$ cat config.mk
export PLATFORM = sky130hd
export DESIGN_NAME = dram_rmw_unit_flat
export DESIGN_NICKNAME = d
export VERILOG_FILES = /design/src/rtl/dram_rmw_unit_if.sv /design/src/rtl/dram_rmw_unit.sv /design/src/flat_wrapper.sv
export SDC_FILE = /design/constraint.sdc
export NUM_CORES = 1
export LEC_CHECK = 0
export ABC_AREA = 1
export BUFFER_PORTS_ARGS = -buffer_cell sky130_fd_sc_hd__buf_4
export CAP_MARGIN = 20
export CORE_MARGIN = 2
export CORE_UTILIZATION = 56
export CTS_BUF_LIST = sky130_fd_sc_hd__clkbuf_2
export DETAILED_ROUTE_END_ITERATION = 16
export GPL_TIMING_DRIVEN = 0
export PLACE_DENSITY = 0.88
export SLEW_MARGIN = 20
export SYNTH_ARGS = -nofsm -noshare
export SYNTH_HDL_FRONTEND = slang
export SYNTH_SLANG_ARGS = --single-unit
$ cat constraint.sdc
create_clock -name clk -period 2.65 [get_ports clk]
set_input_delay 0.3975 -clock clk [delete_from_list [all_inputs] [get_ports clk]]
set_output_delay 0.3975 -clock clk [all_outputs]
set_load 0.1 [all_outputs]
$ cat src/rtl/dram_rmw_unit_if.sv
// Request/response and RAM-side signal bundle for dram_rmw_unit.
// master = controller plus RAM model, slave = the RMW unit.
interface dram_rmw_unit_if #(
   parameter int unsigned DATA_W = 32,
   parameter int unsigned ADDR_W = 9
);
   // Request side
   logic              req_re;
   logic              req_we;
   logic [ADDR_W-1:0] req_addr;
   logic [1:0]        req_off;
   logic [DATA_W-1:0] req_wdata;
   logic [1:0]        req_stype;

   // Response side
   logic              busy;
   logic              rd_valid;
   logic [DATA_W-1:0] rd_word;
   logic              misalign_err;

   // RAM side
   logic [ADDR_W-1:0] ram_addr;
   logic              ram_re;
   logic              ram_we;
   logic [DATA_W-1:0] ram_wdata;
   logic [DATA_W-1:0] ram_rdata;

   modport master (
      output req_re, req_we, req_addr, req_off, req_wdata, req_stype, ram_rdata,
      input  busy, rd_valid, rd_word, misalign_err, ram_addr, ram_re, ram_we, ram_wdata
   );

   modport slave (
      input  req_re, req_we, req_addr, req_off, req_wdata, req_stype, ram_rdata,
      output busy, rd_valid, rd_word, misalign_err, ram_addr, ram_re, ram_we, ram_wdata
   );
endinterface

$ cat src/rtl/dram_rmw_unit.sv
// Byte/half/word load-store front end for a word-wide single-port RAM.
// Sub-word stores are done as read-modify-write; loads return the word shifted to the lane.
module dram_rmw_unit #(
   parameter int unsigned DATA_W = 32,
   parameter int unsigned ADDR_W = 9
) (
   input  logic              clk,
   input  logic              rst,
   dram_rmw_unit_if.slave    bus
);

   localparam logic [1:0] StypeSb = 2'd0;
   localparam logic [1:0] StypeSh = 2'd1;

   typedef enum logic [2:0] {
      StIdle,
      StLdRd,
      StLdCap,
      StStWr,
      StRmwRd,
      StRmwMrg,
      StRmwWr
   } state_e;

   state_e            state_q, state_d;
   logic [ADDR_W-1:0] addr_q, addr_d;
   logic [1:0]        off_q, off_d;
   logic [DATA_W-1:0] wdata_q, wdata_d;
   logic [1:0]        stype_q, stype_d;
   logic [DATA_W-1:0] rd_word_q, rd_word_d;
   logic              rd_valid_q, rd_valid_d;
   logic              mis_err_q, mis_err_d;

   logic              req_sb, req_sh, req_sw;
   logic              st_misalign, ld_misalign;
   logic [DATA_W-1:0] lane_mask, lane_data, merged;

   // Any stype other than sb/sh is handled as a full-word access.
   always_comb begin
      req_sb      = (bus.req_stype == StypeSb);
      req_sh      = (bus.req_stype == StypeSh);
      req_sw      = !(req_sb || req_sh);
      st_misalign = (req_sh && bus.req_off[0]) || (req_sw && (bus.req_off != 2'd0));
      ld_misalign = req_sw && (bus.req_off != 2'd0);
   end

   always_comb begin
      lane_mask = '0;
      lane_data = '0;
      if (stype_q == StypeSb) begin
         lane_mask = DATA_W'(8'hFF) << {off_q, 3'b000};
         lane_data = DATA_W'(wdata_q[7:0]) << {off_q, 3'b000};
      end else begin
         lane_mask = DATA_W'(16'hFFFF) << {off_q[1], 4'b0000};
         lane_data = DATA_W'(wdata_q[15:0]) << {off_q[1], 4'b0000};
      end
      merged = (bus.ram_rdata & ~lane_mask) | (lane_data & lane_mask);
   end

   always_comb begin
      state_d    = state_q;
      addr_d     = addr_q;
      off_d      = off_q;
      wdata_d    = wdata_q;
      stype_d    = stype_q;
      rd_word_d  = rd_word_q;
      rd_valid_d = 1'b0;
      mis_err_d  = 1'b0;

      unique case (state_q)
         StIdle: begin
            // A store wins over a simultaneous load.
            if (bus.req_we) begin
               if (st_misalign) begin
                  mis_err_d = 1'b1;
               end else begin
                  addr_d  = bus.req_addr;
                  off_d   = bus.req_off;
                  wdata_d = bus.req_wdata;
                  stype_d = bus.req_stype;
                  state_d = req_sw ? StStWr : StRmwRd;
               end
            end else if (bus.req_re) begin
               if (ld_misalign) begin
                  mis_err_d = 1'b1;
               end else begin
                  addr_d  = bus.req_addr;
                  off_d   = bus.req_off;
                  wdata_d = bus.req_wdata;
                  stype_d = bus.req_stype;
                  state_d = StLdRd;
               end
            end
         end
         StLdRd:  state_d = StLdCap;
         StLdCap: begin
            rd_word_d  = bus.ram_rdata >> {off_q, 3'b000};
            rd_valid_d = 1'b1;
            state_d    = StIdle;
         end
         StStWr:  state_d = StIdle;
         StRmwRd: state_d = StRmwMrg;
         StRmwMrg: begin
            // The store data register is reused to hold the merged word.
            wdata_d = merged;
            state_d = StRmwWr;
         end
         StRmwWr: state_d = StIdle;
         default: state_d = StIdle;
      endcase
   end

   always_ff @(posedge clk) begin
      if (rst) begin
         state_q    <= StIdle;
         addr_q     <= '0;
         off_q      <= '0;
         wdata_q    <= '0;
         stype_q    <= '0;
         rd_word_q  <= '0;
         rd_valid_q <= 1'b0;
         mis_err_q  <= 1'b0;
      end else begin
         state_q    <= state_d;
         addr_q     <= addr_d;
         off_q      <= off_d;
         wdata_q    <= wdata_d;
         stype_q    <= stype_d;
         rd_word_q  <= rd_word_d;
         rd_valid_q <= rd_valid_d;
         mis_err_q  <= mis_err_d;
      end
   end

   // RAM strobes are gated by rst so an abandoned RMW never writes.
   always_comb begin
      bus.busy         = (state_q != StIdle);
      bus.ram_addr     = (state_q != StIdle) ? addr_q : '0;
      bus.ram_re       = !rst && ((state_q == StLdRd) || (state_q == StRmwRd));
      bus.ram_we       = !rst && ((state_q == StStWr) || (state_q == StRmwWr));
      bus.ram_wdata    = ((state_q == StStWr) || (state_q == StRmwWr)) ? wdata_q : '0;
      bus.rd_valid     = rd_valid_q;
      bus.rd_word      = rd_word_q;
      bus.misalign_err = mis_err_q;
   end

   a_ram_excl: assert property (@(posedge clk) disable iff (rst) !(bus.ram_re && bus.ram_we));
   a_resp_excl: assert property (@(posedge clk) disable iff (rst)
                                 !(bus.rd_valid && bus.misalign_err));

endmodule

$ cat src/flat_wrapper.sv
// flat-port wrapper written by rule: the top's interface ports become plain ports
module dram_rmw_unit_flat 
#(
   parameter int unsigned DATA_W = 32,
   parameter int unsigned ADDR_W = 9
)
  (clk, rst, bus_req_re, bus_req_we, bus_req_addr, bus_req_off, bus_req_wdata, bus_req_stype, bus_ram_rdata, bus_busy, bus_rd_valid, bus_rd_word, bus_misalign_err, bus_ram_addr, bus_ram_re, bus_ram_we, bus_ram_wdata);
  dram_rmw_unit_if #(.DATA_W(DATA_W), .ADDR_W(ADDR_W)) bus_i ();
  input  logic clk;
  input  logic rst;
  input wire logic [$bits(bus_i.req_re)-1:0] bus_req_re;
  input wire logic [$bits(bus_i.req_we)-1:0] bus_req_we;
  input wire logic [$bits(bus_i.req_addr)-1:0] bus_req_addr;
  input wire logic [$bits(bus_i.req_off)-1:0] bus_req_off;
  input wire logic [$bits(bus_i.req_wdata)-1:0] bus_req_wdata;
  input wire logic [$bits(bus_i.req_stype)-1:0] bus_req_stype;
  input wire logic [$bits(bus_i.ram_rdata)-1:0] bus_ram_rdata;
  output wire logic [$bits(bus_i.busy)-1:0] bus_busy;
  output wire logic [$bits(bus_i.rd_valid)-1:0] bus_rd_valid;
  output wire logic [$bits(bus_i.rd_word)-1:0] bus_rd_word;
  output wire logic [$bits(bus_i.misalign_err)-1:0] bus_misalign_err;
  output wire logic [$bits(bus_i.ram_addr)-1:0] bus_ram_addr;
  output wire logic [$bits(bus_i.ram_re)-1:0] bus_ram_re;
  output wire logic [$bits(bus_i.ram_we)-1:0] bus_ram_we;
  output wire logic [$bits(bus_i.ram_wdata)-1:0] bus_ram_wdata;
  assign bus_i.req_re = bus_req_re;
  assign bus_i.req_we = bus_req_we;
  assign bus_i.req_addr = bus_req_addr;
  assign bus_i.req_off = bus_req_off;
  assign bus_i.req_wdata = bus_req_wdata;
  assign bus_i.req_stype = bus_req_stype;
  assign bus_i.ram_rdata = bus_ram_rdata;
  assign bus_busy = bus_i.busy;
  assign bus_rd_valid = bus_i.rd_valid;
  assign bus_rd_word = bus_i.rd_word;
  assign bus_misalign_err = bus_i.misalign_err;
  assign bus_ram_addr = bus_i.ram_addr;
  assign bus_ram_re = bus_i.ram_re;
  assign bus_ram_we = bus_i.ram_we;
  assign bus_ram_wdata = bus_i.ram_wdata;
  dram_rmw_unit #(.DATA_W(DATA_W), .ADDR_W(ADDR_W)) u_core (.clk(clk), .rst(rst), .bus(bus_i));
endmodule
Yosys cells after proc, flatten, opt, wreduce, memory -nomap -nowiden --
Index checks and enable logic that the tools add are counted. W data, S select, Z words.
Operators by class: eq/ne operators 12, shifts and indexed selects 5, mux-type cells 32, bitwise gates (word level) 5, reduce and logical (&&, ||, !) cells 21
Operator list (number):
- $mux W32 | 7
- $and A32 B32 Y32 | 2
- $pmux W32 S2 | 1
- $mux W9 | 5
- $not A32 Y32 | 1
- $or A32 B32 Y32 | 1
- $shl A16 B5 Y32 | 1
- $shl A16 B5 Y32 const A | 1
- $shl A8 B5 Y32 | 1
- $shl A8 B5 Y32 const A | 1
- $shr A32 B5 Y32 | 1
- $mux W2 | 8
- $mux W3 | 5
- $pmux W3 S4 | 1
- $eq A3 B3 Y1 const B | 3
- $ne A3 B3 Y1 const B | 3
- $reduce_and A4 Y1 | 2
- $eq A3 B2 Y1 const B | 2
- $reduce_bool A2 Y1 | 3
- $mux W1 | 5
- $logic_and A1 B1 Y1 | 4
- $logic_not A2 Y1 | 2
- $logic_or A1 B1 Y1 | 4
- $ne A2 B2 Y1 const B | 2
- other kinds (8) | 9
Word-level totals: register bits 82, word-level logic and storage cells 83

Longest topological paths before layout --
word-level depth 8, depth in mapped cells 10, depth with buffers taken out 9

Worst setup path after synthesis --
Ideal clock, no wire load.
path type register to output, start reg u_core.state_q[1], end out bus_ram_addr[0], arrival 2320 ps, slack -67 ps, cell stages (with the launch flop) 6, cell sequence dfxtp_1 -> inv_2 -> nand2_4 -> inv_1 -> clkbuf_1 -> nor2_1
Between the ends: longest elaborated chain between the ends 2
Ends and longest elaborated chain:
- start: declaration | RTL line dram_rmw_unit.sv:25 | state_e state_q, state_d;
- start signal: assignment | RTL line dram_rmw_unit.sv:115 | state_q <= StIdle;
- start signal: assignment | RTL line dram_rmw_unit.sv:124 | state_q <= state_d;
- $reduce_bool A3 Y1
- via bus_busy | RTL line flat_wrapper.sv:18 | output wire logic [$bits(bus_i.busy)-1:0] bus_busy;
- $mux W9 | RTL line dram_rmw_unit.sv:138 | bus.ram_addr = (state_q != StIdle) ? addr_q : '0;
- end: declaration | RTL line flat_wrapper.sv:22 | output wire logic [$bits(bus_i.ram_addr)-1:0] bus_ram_addr;
The timed path passes the listed nets, and every way through them passes these cells.

Final worst setup path --
start reg u_core.state_q[0], end out bus_ram_wdata[25]
Between the ends: longest elaborated chain between the ends 3, elaborated cells between the ends (all ways) 4, those cells by class eq/ne: 2; mux: 1; reduce/logical: 1
Ends and longest elaborated chain:
- $eq A3 B2 Y1 or $eq A3 B3 Y1 (tied branches) | RTL line dram_rmw_unit.sv:141 | bus.ram_wdata = ((state_q == StStWr) || (state_q == StRmwWr)) ? wdata_q : '0;
- $logic_or A1 B1 Y1 (*) | RTL line dram_rmw_unit.sv:141
- $mux W32 (*) | RTL line dram_rmw_unit.sv:141
- end: declaration | RTL line flat_wrapper.sv:25 | output wire logic [$bits(bus_i.ram_wdata)-1:0] bus_ram_wdata;
Mark *: on every way between the ends. The rest lies on a longest branch, timed or not.

==> summary.txt <==
Run status
  – Status: completed

STA
  – Final setup margin: 0.126 ns
  – Slew headroom: 57.0%
  – Fin crit share: 95.2%
  – Setup-failing EPs final: 0
  – RSZ-0062 raised after global routing: no
  – Fin. max-slew vios: 0
  – Min Tclk post-route: 2.52 ns
  – Setup_tns: 0 ns
  – Clock Skew: 0.0424 ns
  – Achievable Freq: roughly 0.40 GHz
  – Worst-Margin Slew: 0.645 ns
  – Final hold violations: 0
  – Hold_ws: 0.103 ns

Worst setup path
  – WP data arrival: about 2.1 ns
  – Crit Path Max Fanout: 10
  – Worst path required time: around 2.3 ns
  – CP Capture Type: output pin
  – Setup crit start kind: register
  – Critical path class: register to output pin

Pwr
  – Leakage: 3.23 nW
  – Max IR drop VDD: between 0.4 and 0.5 mV
  – Power per Cell Area: between 600 and 700 nW/um^2

Floorplanning
  – Row cnt: 33
  – CORE AREA: 8130 sq um
  – Die W: about 95 um
  – Die height: around 95 um
  – Starting Density: a little under three fifths
  – I/O pins: 159
  – DIE AREA: 9060 sq um

Flow run
  – Max Cap Viol: 0

Finish
  – Area of the multi-input gates: between 2000 and 2500 sq um
  – Share of post-route cells with drive strength above 1: roughly 22%
  – # fillers: 665
  – Seq. cell area: about 1600 sq um
  – Area Overhead vs Synth: 32.6%
  – Post-layout util: ~76%
  – Diode count: 0
  – Nets@finish: 1032
  – Design area: 6170 sq um

Clocking
  – CTS tree: yes
  – Sink Count: 82
  – Num CTS Buffers: 9
  – CTS H-tree depth: 3
  – Setup bufs post-CTS: 0
  – Worst-Skew Late Latency: 0.56 ns
  – CTS Buffer Depth: 2
  – Number of buffers inserted by hold repair at cts: 0
  – Clk slew on worst S/H paths: 0.26 ns
  – Clk root buf: clkbuf_2

Logic synthesis
  – Synth cell types: 22
  – Largest family of logic cells by synthesized area: simple AND/OR/NAND/NOR gates
  – Post-Syn Instances: between 700 and 800
  – EDFF count, synth: 0
  – Simple-gate share of the synthesized area: 36.8%
  – Post-synthesis mux area share: 0%
  – Top post-synthesis cells by count: nand2_1, nor2_1, inv_1, dfxtp_1, nand3_1
  – YS warnings: 0
  – Mapped Avg Cell Area: 5.95 sq um
  – Area share of the largest cell type after synthesis: 35.2%
  – Area leader, netlist: dfxtp_1
  – Largest cells by area after synthesis: dfxtp_1, nand2_1, nor2_1
  – Complex-gate fraction of the synthesized area: 14.9%
  – Async set-reset flop share out of synthesis: 0%
  – Synth Area in Adders: 0%
  – Most used DFF post-synth: dfxtp_1
  – Seq/Total Area, Yosys: 35.2%
  – Mapped cell area: 4660 sq um
  – Yosys reg bits: 82
  – Mapped Nets: approximately 860
  – XOR/XNOR share of the synthesized area: 0%

Global route
  – Antenna violations before repair: 0
  – Vias in the first global route: roughly 5500
  – Pin count of the biggest net entering global routing: 15
  – Global-route wire length before repair: approximately 26 mm
  – Gr ovfl total: 0
  – GRT Total Usage: a little under two fifths

Routing
  – Post-DRT Antenna Nets: 0
  – Routed len/inst: 15.7 um
  – Vias: between 5000 and 6000
  – First-pass iteration count of the detailed router: 6
  – DR vias/cell: 5.35
  – DRT Wirelength: 16.6 mm
  – DRC: 0
  – Iter 0 DRT Violations: 404

Placed design
  – Global placer's final weighted congestion: between 0.9 and 1
  – IO Port Bufs: ~160
  – Placed Area: 5970 sq um
  – Pre-CTS setup slack: 0.582 ns
  – Final HPWL from detailed placement: 12.9 mm

Hold path
  – Hold crit path type: input pin to register
==> kinds of logic (layout without fill, tap and decap cells) <==
family,count (synthesis),count (layout)
flip-flops,82,82
buffers and inverters,145,317
AND/OR/NAND/NOR,425,425
AO/OA/AOI/OAI,131,131
==> power by group <==
group | total (mW) | internal, mW | switching [mW]
logic | 1.74 | 0.476 | 1.27
clock network | 0.889 | 0.407 | 0.482
registers | 1.50 | 1.40 | 0.105
==> layout by cell type (no fill, tap or decap) <==
cell type	netlist	routed
nor4_1	1	1
a22oi_1	12	12
buf_4	3	150
nor3_1	1	1
o211ai_1	2	2
nand2_2	2	2
inv_2	3	3
nand3_1	53	52
inv_1	95	95
clkbuf_2	0	12
nand3_2	0	1
a21oi_1	45	45
nand2_4	3	3
buf_2	15	15
clkbuf_1	23	20
buf_6	4	14
nor2_1	181	181
dfxtp_2	0	2
clkinv_2	0	1
dfxtp_1	82	80
nor2_4	3	3
inv_6	0	2
o21ai_1	19	19
o21ai_0	49	49
buf_1	2	2
a31oi_1	4	4
bufinv_16	0	3
nand2_1	181	181
==> worst max-delay path, cell delays in order (launching register included) <==
cell	delay, ns
dfxtp_2	0.46
nor2_4	0.07
inv_1	0.09
nand3_2	0.22
clkbuf_2	0.28
nor2_1	0.14
buf_4	0.30
==> final cells by class <==
cell class / count / share of cell area (%)
plain buffers: 47 / 3.89
flip-flops and latches: 82 / 26.6
multi-input cells: 556 / 39.1
repair buffers: 157 / 19.7
clock buffers: 9 / 0.730
inverters: 98 / 5.96
well taps: 105 / 2.13
clock inverters: 6 / 1.82
==> worst paths after layout <==
path	from	to	slack, ns	depth (start not counted)
max	u_core.state_q[0]$_SDFFE_PP0P_	bus_ram_wdata[25]	0.13	6
min reg2reg	u_core.addr_q[7]$_SDFFE_PP0P_	u_core.addr_q[7]$_SDFFE_PP0P_	0.47	2
min	bus_req_addr[7]	u_core.addr_q[7]$_SDFFE_PP0P_	0.10	3
max reg2reg	u_core.stype_q[0]$_SDFFE_PP0P_	u_core.wdata_q[22]$_SDFFE_PP0P_	0.90	9
==> metal layers <==
layer  track usage [%]  vias up  part of all wire, %
li1                  -     2757                    -
met1              46.4     2536                   40
met2              62.3      314                   47
met3              6.32       59                  9.0
met4              20.0        0                  3.9
met5                 0        -                    0
==> stage by stage <==
| step | total power [mW] | cells |
|---|---|---|
| after global routing | 4.34 | 1060 |
| after detailed placement | 3.23 | 1045 |
| after floorplan | 2.76 | 783 |
| after global placement | 3.19 | 1045 |
| final | 4.13 | 1060 |
| after CTS | 4.09 | 1060 |
==> sequential cells by signal, summed over array words and instances (netlist names) <==
register and count:
u_core.addr_q 9, u_core.off_q 2, u_core.bus.misalign_err 1, u_core.bus.rd_valid 1, u_core.stype_q 2, u_core.state_q 3, u_core.bus.rd_word 32, u_core.wdata_q 32
==> what timing repair did <==
| action | in CTS | in global routing |
|---|---|---|
| setup endpoints to repair | 30 | 30 |
| pin swaps | 0 | 0 |
| gates resized for setup | 1 | 18 |
Power figures use the tool's default switching activity.
